### src/rtl/tone_square_gen.sv
// Square-wave tone generator: turns a frequency in Hz into a period with a
// sequential restoring divider and plays it, swapping periods only at period edges.
module tone_square_gen #(
    parameter int unsigned CLK_FREQ  = 100000000,
    parameter int unsigned MAX_FREQ  = 20000,
    parameter int unsigned DUTY_BITS = 10
) (
    input  logic                 clk,
    input  logic                 rst,
    input  logic                 en,
    input  logic [31:0]          tone,
    input  logic [DUTY_BITS-1:0] duty,
    output logic                 pwm,
    output logic                 busy,
    output logic                 note_on
);

    localparam logic [31:0] DIVIDEND = 32'(CLK_FREQ);
    localparam logic [31:0] MAX_TONE = 32'(MAX_FREQ);
    localparam int          PW       = 32 + DUTY_BITS;

    typedef enum logic [1:0] {
        ST_IDLE = 2'd0,
        ST_DIV  = 2'd1,
        ST_DONE = 2'd2
    } state_e;

    state_e      state_q, state_d;
    logic [31:0] tone_q, tone_d;
    logic [31:0] dvd_q, dvd_d;
    logic [31:0] rem_q, rem_d;
    logic [4:0]  bit_q, bit_d;
    logic        restart_q, restart_d;
    logic [31:0] period_pend_q, period_pend_d;
    logic        pending_valid_q, pending_valid_d;
    logic [31:0] period_act_q, period_act_d;
    logic [31:0] high_act_q, high_act_d;
    logic [31:0] cnt_q, cnt_d;
    logic        pwm_q, pwm_d;
    logic        busy_q, busy_d;
    logic        note_on_q, note_on_d;

    logic        silent_s;
    logic        changed_s;
    logic        audible_chg_s;
    logic        silent_chg_s;
    logic [32:0] rem_sh_s;
    logic        ge_s;
    logic        wr_s;
    logic [31:0] wr_val_s;
    logic        pv_eff_s;
    logic [31:0] pend_eff_s;
    logic        wrap_s;
    logic        apply_s;

    function automatic logic [31:0] high_time(input logic [31:0] period,
                                              input logic [DUTY_BITS-1:0] frac);
        return 32'(({{DUTY_BITS{1'b0}}, period} * {32'd0, frac}) >> DUTY_BITS);
    endfunction

    // Tone classification and one restoring-divide step
    always_comb begin
        silent_s      = (tone == 32'd0) || (tone >= MAX_TONE);
        changed_s     = (tone != tone_q);
        audible_chg_s = changed_s && !silent_s;
        silent_chg_s  = changed_s && silent_s;
        rem_sh_s      = {rem_q, dvd_q[31]};
        ge_s          = (rem_sh_s >= {1'b0, tone_q});
    end

    // Divider FSM; a silent code cancels any divide and queues silence directly
    always_comb begin
        state_d   = state_q;
        tone_d    = tone_q;
        dvd_d     = dvd_q;
        rem_d     = rem_q;
        bit_d     = bit_q;
        restart_d = restart_q;
        wr_s      = 1'b0;
        wr_val_s  = period_pend_q;
        if (silent_chg_s) begin
            tone_d    = tone;
            state_d   = ST_IDLE;
            restart_d = 1'b0;
            wr_s      = 1'b1;
            wr_val_s  = 32'd0;
        end else begin
            case (state_q)
                ST_IDLE: begin
                    if (audible_chg_s) begin
                        tone_d    = tone;
                        state_d   = ST_DIV;
                        dvd_d     = DIVIDEND;
                        rem_d     = 32'd0;
                        bit_d     = 5'd0;
                        restart_d = 1'b0;
                    end else begin
                        state_d = ST_IDLE;
                    end
                end
                ST_DIV: begin
                    dvd_d = {dvd_q[30:0], ge_s};
                    rem_d = ge_s ? 32'(rem_sh_s - {1'b0, tone_q}) : rem_sh_s[31:0];
                    bit_d = bit_q + 5'd1;
                    if (bit_q == 5'd31) begin
                        state_d = ST_DONE;
                    end else begin
                        state_d = ST_DIV;
                    end
                    if (audible_chg_s) begin
                        restart_d = 1'b1;
                    end else begin
                        restart_d = restart_q;
                    end
                end
                ST_DONE: begin
                    // A tone that moved during the divide makes this quotient stale
                    if (restart_q || audible_chg_s) begin
                        restart_d = 1'b0;
                        tone_d    = tone;
                        state_d   = ST_DIV;
                        dvd_d     = DIVIDEND;
                        rem_d     = 32'd0;
                        bit_d     = 5'd0;
                    end else begin
                        wr_s     = 1'b1;
                        wr_val_s = dvd_q;
                        state_d  = ST_IDLE;
                    end
                end
                default: begin
                    state_d = ST_IDLE;
                end
            endcase
        end
    end

    // Pending-to-active transfer and period counter
    always_comb begin
        pv_eff_s        = pending_valid_q || wr_s;
        pend_eff_s      = wr_s ? wr_val_s : period_pend_q;
        wrap_s          = (period_act_q != 32'd0) && (cnt_q == period_act_q - 32'd1);
        apply_s         = pv_eff_s && ((period_act_q == 32'd0) || !en || wrap_s);
        period_pend_d   = pend_eff_s;
        pending_valid_d = pv_eff_s;
        period_act_d    = period_act_q;
        high_act_d      = high_act_q;
        cnt_d           = 32'd0;
        if (apply_s) begin
            period_act_d    = pend_eff_s;
            high_act_d      = high_time(pend_eff_s, duty);
            pending_valid_d = 1'b0;
        end else if ((period_act_q != 32'd0) && en) begin
            cnt_d = wrap_s ? 32'd0 : cnt_q + 32'd1;
        end else begin
            cnt_d = 32'd0;
        end
        pwm_d     = en && (period_act_q != 32'd0) && (cnt_q < high_act_q);
        busy_d    = (state_d == ST_DIV) || ((state_d == ST_DONE) && restart_d);
        note_on_d = (period_act_d != 32'd0);
    end

    // State registers with asynchronous reset to silence
    always_ff @(posedge clk or posedge rst) begin
        if (rst) begin
            state_q         <= ST_IDLE;
            tone_q          <= 32'd0;
            dvd_q           <= 32'd0;
            rem_q           <= 32'd0;
            bit_q           <= 5'd0;
            restart_q       <= 1'b0;
            period_pend_q   <= 32'd0;
            pending_valid_q <= 1'b0;
            period_act_q    <= 32'd0;
            high_act_q      <= 32'd0;
            cnt_q           <= 32'd0;
            pwm_q           <= 1'b0;
            busy_q          <= 1'b0;
            note_on_q       <= 1'b0;
        end else begin
            state_q         <= state_d;
            tone_q          <= tone_d;
            dvd_q           <= dvd_d;
            rem_q           <= rem_d;
            bit_q           <= bit_d;
            restart_q       <= restart_d;
            period_pend_q   <= period_pend_d;
            pending_valid_q <= pending_valid_d;
            period_act_q    <= period_act_d;
            high_act_q      <= high_act_d;
            cnt_q           <= cnt_d;
            pwm_q           <= pwm_d;
            busy_q          <= busy_d;
            note_on_q       <= note_on_d;
        end
    end

    assign pwm     = pwm_q;
    assign busy    = busy_q;
    assign note_on = note_on_q;

endmodule

### config.mk
export PLATFORM = sky130hd
export DESIGN_NAME = tone_square_gen
export DESIGN_NICKNAME = d
export VERILOG_FILES = /design/src/rtl/tone_square_gen.sv
export SDC_FILE = /design/constraint.sdc
export NUM_CORES = 1
export LEC_CHECK = 0
export ABC_CLOCK_PERIOD_IN_PS = 7900
export BUFFER_PORTS_ARGS = -buffer_cell sky130_fd_sc_hd__buf_4
export CAP_MARGIN = 20
export CORE_ASPECT_RATIO = 1.2
export CORE_MARGIN = 8
export CORE_UTILIZATION = 40
export CTS_CLUSTER_SIZE = 25
export DETAILED_ROUTE_END_ITERATION = 16
export HOLD_SLACK_MARGIN = 0.02
export PLACE_DENSITY = 0.62
export RECOVER_POWER = 100
export SLEW_MARGIN = 15
export SYNTH_ARGS = -nofsm -noshare
export SYNTH_HDL_FRONTEND = slang
export SYNTH_SLANG_ARGS = --single-unit
### constraint.sdc
create_clock -name clk -period 7.9 [get_ports clk]
set_input_delay 0.395 -clock clk [delete_from_list [all_inputs] [get_ports clk]]
set_output_delay 0.395 -clock clk [all_outputs]
set_load 0.01 [all_outputs]
==> impl_metrics.yaml, run 1 <==
floorplan:
  core_sq_um: 56800
  die_area_sq_um: 64900
  die_h_microns: 278
  io_pins: 48
  die_w_microns: 234
  start_util_pct: 40.1
  std_cell_rows: 96
clocking:
  cts_tree: "yes"
  clock_latency_ns: 0.58
  htree_levels: 1
  cts.sinks: 236
  cts_made_buffers: 28
  root_buffer: "clkbuf_16"
  clockBufferDepth: 3
  path_clk_slew_ns: 0.06
status:
  outcome: "complete, but fails checks"
  failed_checks: "capacitance limit, slew limit"
sta:
  clock.fmax_ghz: 0.127
  slew_headroom_pct: -234
  rsz0062_at_grt: "true"
  slew_violations: 221
  finalSetupTns_ns: 0
  finalHoldViolCount: 0
  fin_crit_sh_pct: 99.4
  layout_min_cycle_time_ns: 7.85
  setup_viol: 0
  worst_pin_slew_ns: 5.01
  skew_ns: 0.0310
synthesis:
  synth.largest_area_cell: "dfrtp_1"
  yosysWarnings: 0
  synth_nets: 2865
  ys_ff_latch: 236
  syn_area_per_cell_sq_um: 9.34
  async_flop_share_pct: 100
  ys_top_cells_by_area: "dfrtp_1, fa_1, ha_1, nand2_1, inv_1"
  synth_flop_cell: "dfrtp_1"
  ys_types: 80
  synth_edf_count: 0
  ys_seq_area_share_pct: 25.9
  syn_area_sq_um: 22800
  synth_top_area_share_pct: 25.9
  syn_inst: 2440
drt:
  drt-total-wl_mm: 61.1
  viasPerCell: 5.25
  drc: 0
  vias: 17856
  drt_iter0_drc: 984
  wl_per_cell_microns: 18.0
  ant_nets: 0
  firstDrtPassIters: 6
setup_path:
  critical_path.most_common_cell: "fa_1"
  worstPathRequired_ns: 8.38
  worstPathArrival_ns: 8.33
  cpPeakStageDelay_ns: 0.54
  slowest_stage: "fa_1"
  worst-setup-path-type: "reg2reg"
  cp-end-kind: "flop"
  cp_max_fo: 5
  cp-start-kind: "flop"
global_route:
  track_usage_pct: 19.0
  antenna_found_initial: 0
  grt_pass1_vias: 19458
  grt_pass1_wl_mm: 101
  overflow: 0
  grt_max_degree: 106
layout:
  fill_cells: 5289
  regArea_sq_um: 5910
  area_growth_pct: 18.1
  multi_input_area_sq_um: 15800
  drive_gt1_share_pct: 18.8
  nNetsFinal: 3074
  diodes: 0
  layout_common_cells: "nand2_1, inv_1, buf_4"
  final_common_cell: "nand2_1"
pwr:
  p_sw_mw: 0.648
  seqPwrFrac_pct: 45.7
  pwr-share-comb_pct: 6.5
  power_density_nw_per_um2: 99.5
  finalPower_mw: 2.68
  p_int_mw: 2.03
  power.leakage_nw: 13.6
  clockPowerShare_pct: 47.8
  p_sw_share_pct: 24.2
  ir_worst_vdd_mv: 0.147
placement:
  dpl.hpwl_mm: 46.7
  io_buffers: 47
  gp_congestion: 0.905
job:
  maxCapViolations: 3
hold_path:
  min_path_type: "in2reg"
==> flip-flops by register name, summed over array words and instances (netlist names) <==
name,cells
cnt_q,32
dvd_q,32
high_act_q,32
period_act_q,32
period_pend_q,32
rem_q,32
tone_q,32
bit_q,5
state_q,2
busy,1
note_on,1
pending_valid_q,1
pwm,1
restart_q,1
==> metrics by stage <==
| step | worst slack [ns] | hold WS, ns | utilization (%) | area, sq um | std cells |
|---|---|---|---|---|---|
| after floorplan | 0.0215 | 0.449 | - | 22800 | 2440 |
| after global placement | -0.336 | 0.471 | 44.5 | 25300 | 3322 |
| final | 0.0509 | 0.0737 | 47.4 | 26900 | 3402 |
| after detailed placement | -0.421 | 0.472 | 44.5 | 25300 | 3323 |
| after global routing | -0.301 | 0.0749 | 47.4 | 26900 | 3402 |
| after CTS | 0.000169 | 0.0622 | 46.3 | 26300 | 3377 |
==> worst max-delay path, delay by kind of cell, from the launching register on <==
kind | cells | cell delay (ns)
xor gates and xnor gates | 2 | 0.30
buffers and inverters | 8 | 0.86
and+or+nand+nor | 10 | 1.64
adders and majority gates | 6 | 2.76
DFF | 1 | 0.40
AOI/OAI and AO/OA | 9 | 1.81
==> path summary, 6_finish.rpt <==
path | start | cells after the start | to | slack (ns)
max | tone_q[25]$_DFFE_PP0P_ | 35 | high_act_q[19]$_DFFE_PP0P_ | 0.05
min | tone[0] | 2 | tone_q[0]$_DFFE_PP0P_ | 0.07
max reg2reg | tone_q[25]$_DFFE_PP0P_ | 35 | high_act_q[19]$_DFFE_PP0P_ | 0.05
min in group asynchronous | rst | 3 | cnt_q[2]$_DFF_PP0_ | 1.92
min reg2reg | high_act_q[29]$_DFFE_PP0P_ | 2 | high_act_q[29]$_DFFE_PP0P_ | 0.48
max in group asynchronous | rst | 4 | period_act_q[0]$_DFF_PP0_ | 1.95
==> power groups by stage <==
stage          clock (mW)  combinational [mW]  sequential [mW]
6_report             1.28               0.175             1.22
4_1_cts              1.31               0.176             1.22
3_3_place_gp            0               0.172             1.25
2_1_floorplan           0              0.0874             1.25
3_5_place_dp            0               0.175             1.25
5_1_grt              1.35               0.191             1.22
==> cells in the mapped netlist (all sizes together), types with 24 or more instances <==
library cell  count
and3             26
dfrtp           236
a22o             48
a21o             26
ha              142
nand2           331
nor2b            25
xnor2            89
and2            171
nand4            30
nor2            113
nor3             31
a21oi            87
inv             292
clkbuf           99
fa              238
nand3            29
o21ai           107
mux2             61
nor4             24
xor2             62
==> layout make-up <==
| type | count | share of cell area, % |
|---|---|---|
| clock buffers | 37 | 2.84 |
| well taps | 735 | 3.42 |
| multi-input cells | 1798 | 58.8 |
| inverters | 292 | 4.08 |
| repair buffers | 293 | 8.35 |
| clock inverters | 11 | 0.530 |
| flip-flops and latches | 236 | 21.9 |
==> cells by family after synthesis <==
family	synth area share (%)
xor gates and xnor gates	5.80
and+or+nand+nor	17.6
muxes	3.69
adders and majority gates	28.7
DFF	25.9
buffers and inverters	6.89
AOI/OAI and AO/OA	11.5
==> timing repair <==
item	in CTS	in global routing
endpoints found under the setup margin	10	14
hold buffers	1	0
hold endpoints to repair	43	0
gates cloned	1	2
pin swaps	29	94
buffers inserted	4	22
resized for setup	21	100
==> layer usage <==
layer / up-vias / share of wire (%) / track usage, %
met5: - / 0 / 0
met3: 128 / 3.1 / 1.70
met1: 9013 / 41 / 23.1
li1: 8401 / - / -
met4: 0 / 3.7 / 6.59
met2: 314 / 52 / 34.8
Power figures use the tool's default switching activity.
==> inputs of run 2 (changes only) <==
CORE_MARGIN = default   (was 8)
==> run 2 against run 1 <==
Effect of this change: the flow still finishes with violations (capacitance limit, slew limit); hold slack better by 0.0025 ns; non-clock buffer count is 3 higher; via count is 1.1% higher.
==> impl_metrics.yaml, run 2 (same netlist as run 1, synthesis figures left out) <==
sta:
  worst_pin_slew_ns: 5.83
  setup_viol: 0
  slew_violations: 185
  fin_crit_sh_pct: 99.7
  layout_min_cycle_time_ns: 7.87
  finalHoldViolCount: 0
  rsz0062_at_grt: "true"
  clock.fmax_ghz: 0.127
  slew_headroom_pct: -291
  holdWs_ns: 0.0762
  skew_ns: 0.0240
pwr:
  pwr-share-comb_pct: 6.4
  seqPwrFrac_pct: 45.6
  ir_worst_vdd_mv: 0.169
  power.leakage_nw: 13.6
  power_density_nw_per_um2: 100
  clockPowerShare_pct: 48.0
  finalPower_mw: 2.69
  p_int_mw: 2.03
  p_sw_share_pct: 24.5
  p_sw_mw: 0.659
drt:
  wl_per_cell_microns: 17.9
  drc: 0
  firstDrtPassIters: 5
  ant_nets: 0
  drt_iter0_drc: 1036
  drt-total-wl_mm: 61.0
  vias: 18048
  viasPerCell: 5.31
layout:
  layout_common_cells: "nand2_1, inv_1, buf_4"
  final_common_cell: "nand2_1"
  drive_gt1_share_pct: 18.4
  fill_cells: 5232
  area_growth_pct: 17.9
  regArea_sq_um: 5910
  nNetsFinal: 3077
  multi_input_area_sq_um: 15700
setup_path:
  cp-start-kind: "flop"
  worst-setup-path-type: "reg2reg"
  worstPathArrival_ns: 8.28
  critPathBufInv: 4
  slowest_stage: "fa_1"
  cp_max_fo: 5
  cp-end-kind: "flop"
  critical_path.most_common_cell: "fa_1"
  cpPeakStageDelay_ns: 0.60
  worstPathRequired_ns: 8.31
  critPathTopFamily: "adder cells"
clocking:
  clockBufferDepth: 3
  clock_latency_ns: 0.58
  cts_tree: "yes"
  root_buffer: "clkbuf_16"
  cts_made_buffers: 28
  cts.sinks: 236
  htree_levels: 1
  path_clk_slew_ns: 0.06
global_route:
  top_usage_layer: "met2"
  overflow: 0
  grt_pass1_wl_mm: 100
  grt_use_met2_pct: 39.0
  use_met1_pct: 26.9
  track_usage_pct: 21.7
  antenna_found_initial: 1
  use_met3_pct: 1.87
  grt_max_degree: 128
  grt_pass1_vias: 19061
floorplan:
  start_util_pct: 40.6
  die_area_sq_um: 57900
  die_w_microns: 220
  die_h_microns: 264
  std_cell_rows: 95
  core_sq_um: 56100
  io_pins: 48
status:
  failed_checks: "capacitance limit, slew limit"
  outcome: "complete, but fails checks"
job:
  maxCapViolations: 2
placement:
  dpl.hpwl_mm: 46.3
  io_buffers: 47
  gp_congestion: 0.886
hold_path:
  min_path_type: "in2reg"
-- run 2: power groups by stage --
stage	combinational, mW	clock, mW	sequential [mW]
after detailed placement	0.172	0	1.25
after global routing	0.190	1.37	1.23
after CTS	0.174	1.33	1.22
after global placement	0.169	0	1.25
after floorplan	0.0874	0	1.25
final	0.173	1.29	1.22
-- run 2: layer usage --
metal  up-vias  share of wire (%)  routed length [microns]
met2       378                 52                    31500
met1      9142                 41                    24900
met3       114                4.0                     2450
met5         -                  0                        0
li1       8414                  -                        -
met4         0                3.5                     2140
-- run 2: final cells by class --
type	count	area share, %
clock buffers	39	2.99
multi-input cells	1798	58.5
well taps	727	3.39
inverters	292	4.08
repair buffers	296	8.61
diodes	1	0.00931
clock inverters	12	0.470
flip-flops and latches	236	22.0
-- run 2: repair_timing --
item / 4_1_cts / 5_1_grt
hold buffers: 0 / 0
resized for setup: 52 / 37
hold endpoints to repair: 0 / 0
setup endpoints to repair: 10 / 13
setup buffers: 18 / 14
pin swaps: 54 / 32
-- run 2: per-stage QoR --
stage	TNS (ns)	worst slack [ns]	utilization [%]	std cells	cell area [sq um]
2_1_floorplan	0	0.0215	-	2440	22800
3_3_place_gp	-2.77	-0.371	45.1	3316	25300
3_5_place_dp	-3.77	-0.492	45.1	3316	25300
4_1_cts	0	0.000457	47.4	3385	26600
5_1_grt	-2.42	-0.307	47.9	3401	26900
6_report	0	0.0274	47.9	3401	26900
-- run 2: worst register-to-register path: cells and delay by family, from the launching register on --
kind	cells	cell delay, ns
fa+ha+maj	6	2.89
compound gates	14	2.58
simple gates	4	0.95
buf+inv	4	0.50
flops	1	0.41
xor+xnor	2	0.40
-- run 2: worst paths after layout --
kind	from	cells past startpoint	to	slack, ns
min	tone[0]	2	tone_q[0]$_DFFE_PP0P_	0.08
max in group asynchronous	rst	3	tone_q[21]$_DFFE_PP0P_	2.92
max reg2reg	tone_q[25]$_DFFE_PP0P_	30	high_act_q[27]$_DFFE_PP0P_	0.03
min in group asynchronous	rst	2	cnt_q[10]$_DFF_PP0_	1.65
min reg2reg	high_act_q[29]$_DFFE_PP0P_	2	high_act_q[29]$_DFFE_PP0P_	0.48
max	tone_q[25]$_DFFE_PP0P_	30	high_act_q[27]$_DFFE_PP0P_	0.03
==> inputs of run 3 (changes only) <==
CORE_UTILIZATION = 50   (was 40)
PLACE_DENSITY = 0.73   (was 0.62)
==> run 3 against run 2 <==
Effect of this change: the flow finishes with violations (capacitance limit, slew limit, setup timing); clock power increased by 11%; clock-buffer cell count decreased by 8; combinational power about the same; highest routed layer is now met5.
==> impl_metrics.yaml, run 3 (same netlist as run 1, synthesis figures left out) <==
pwr:
  power.leakage_nw: 13.7
  finalPower_mw: 2.83
  seqPwrFrac_pct: 43.3
  ir_worst_vdd_mv: 0.153
  p_sw_share_pct: 23.4
  p_sw_mw: 0.662
  p_int_mw: 2.17
  pwr-share-comb_pct: 6.1
  power_density_nw_per_um2: 106
  clockPowerShare_pct: 50.7
floorplan:
  die_area_sq_um: 46500
  std_cell_rows: 85
  start_util_pct: 50.8
  die_h_microns: 236
  io_pins: 48
  die_w_microns: 197
  core_sq_um: 44900
sta:
  finalHoldViolCount: 0
  holdWs_ns: 0.0779
  fin_crit_sh_pct: 101
  setup_viol: 5
  layout_min_cycle_time_ns: 7.98
  slew_violations: 161
  rsz0062_at_grt: "true"
  slew_headroom_pct: -219
  setup_slack_ns: -0.0779
  worst_pin_slew_ns: 4.79
  clock.fmax_ghz: 0.125
  finalSetupTns_ns: -0.244
  skew_ns: 0.0467
layout:
  fin_util_pct: 59.7
  final_cell_area_sq_um: 26800
  fill_cells: 3781
  nNetsFinal: 3078
  drive_gt1_share_pct: 18.4
  final_common_cell: "nand2_1"
  layout.cells.non_filler: 3283
  area_growth_pct: 17.6
  layout_common_cells: "nand2_1, inv_1, buf_4"
global_route:
  grt_max_degree: 101
  grt_pass1_wl_mm: 101
  grt_pass1_vias: 19935
  track_usage_pct: 27.1
  overflow: 0
  antenna_found_initial: 2
clocking:
  clock_latency_ns: 0.58
  htree_levels: 1
  cts_made_buffers: 26
  cts_tree: "yes"
  root_buffer: "clkbuf_16"
  cts.sinks: 236
  path_clk_slew_ns: 0.06
  clockBufferDepth: 3
placement:
  pre_cts_ws_ns: -0.361
  dpl.hpwl_mm: 45.5
  dpl.cell_count: 3192
  placed_cell_area_sq_um: 25100
  gp_congestion: 0.951
  io_buffers: 47
setup_path:
  rrSetupSlack_ns: -0.08
  r2r-start: "tone_q[3]$_DFFE_PP0P_"
  r2r_cells: 34
  cp-start-kind: "flop"
  worst-setup-path-type: "reg2reg"
  cpPeakStageDelay_ns: 0.58
  critical_path.most_common_cell: "fa_1"
  cp-end-kind: "flop"
  r2r-end: "high_act_q[27]$_DFFE_PP0P_"
  worstPathArrival_ns: 8.37
  worstPathRequired_ns: 8.29
  cp_max_fo: 5
  slowest_stage: "fa_1"
job:
  maxCapViolations: 2
drt:
  drt_iter0_drc: 1123
  wl_met3_mm: 2.62
  drc: 0
  vias: 18392
  viasPerCell: 5.60
  drt-total-wl_mm: 60.8
  wl_per_cell_microns: 18.5
  firstDrtPassIters: 7
  routed.top_layer: "met5"
  wl_met1_mm: 23.9
  ant_nets: 0
  met2_length_mm: 31.4
status:
  outcome: "complete, but fails checks"
  failed_checks: "capacitance limit, slew limit, setup timing"
hold_path:
  min_path_type: "in2reg"
  min_to: "tone_q[22]$_DFFE_PP0P_"
  hold_depth: 2
  hp-start: "tone[22]"
[run 3: cell count changes in the layout (fill, tap and decap cells not counted), sizes merged]
cell         before  now
bufinv            1    7
dlygate4sd3       0    1
clkinv            9    5
clkbuf           45   37
buf             290  292
inv             291  294
[run 3: how the worst max path moves through the flow]
stage,startpoint,endpoint,slack [ns],cells past startpoint
after floorplan,tone[2],high_act_q[27]$_DFFE_PP0P_,0.02,32
after global placement,tone[13],high_act_q[27]$_DFFE_PP0P_,-0.24,32
after detailed placement,tone[2],high_act_q[27]$_DFFE_PP0P_,-0.36,32
after CTS,tone_q[15]$_DFFE_PP0P_,high_act_q[31]$_DFFE_PP0P_,0.03,34
after global routing,tone_q[0]$_DFFE_PP0P_,high_act_q[19]$_DFFE_PP0P_,-0.29,35
final,tone_q[3]$_DFFE_PP0P_,high_act_q[27]$_DFFE_PP0P_,-0.08,34
[run 3: area by class of cell]
class	count	area, sq um	area share (%)
multi-input cells	1798	15700	58.5
flip-flops and latches	236	5910	22.0
repair buffers	299	2320	8.66
inverters	292	1100	4.09
well taps	609	762	2.84
clock buffers	31	719	2.68
clock inverters	17	305	1.14
diodes	1	2.50	0.00934
[run 3: metal layers]
metal | GRT usage, % | vias up
li1 | - | 8420
met5 | 0 | -
met3 | 2.63 | 179
met4 | 12.0 | 2
met1 | 32.9 | 9259
met2 | 48.5 | 532
[run 3: power groups by stage]
stage	combinational, mW	sequential, mW	clock [mW]
after floorplan	0.0874	1.25	0
after global placement	0.165	1.25	0
after detailed placement	0.169	1.25	0
after CTS	0.171	1.22	1.46
after global routing	0.186	1.22	1.51
final	0.172	1.22	1.43
[run 3: critical path, delay by kind of cell, from the launching register on]
family          cells  cell delay [ns]
fa+ha+maj           6             2.89
compound gates     14             2.57
buf+inv             8             0.97
simple gates        4             0.60
flops               1             0.40
xor+xnor            2             0.32
[run 3: timing repair]
item / 4_1_cts / 5_1_grt
setup buffers: 17 / 25
gates resized for setup: 26 / 63
endpoints found under the setup margin: 9 / 13
endpoints found under the hold margin: 98 / 0
hold buffers: 1 / 0
pin swaps: 45 / 61
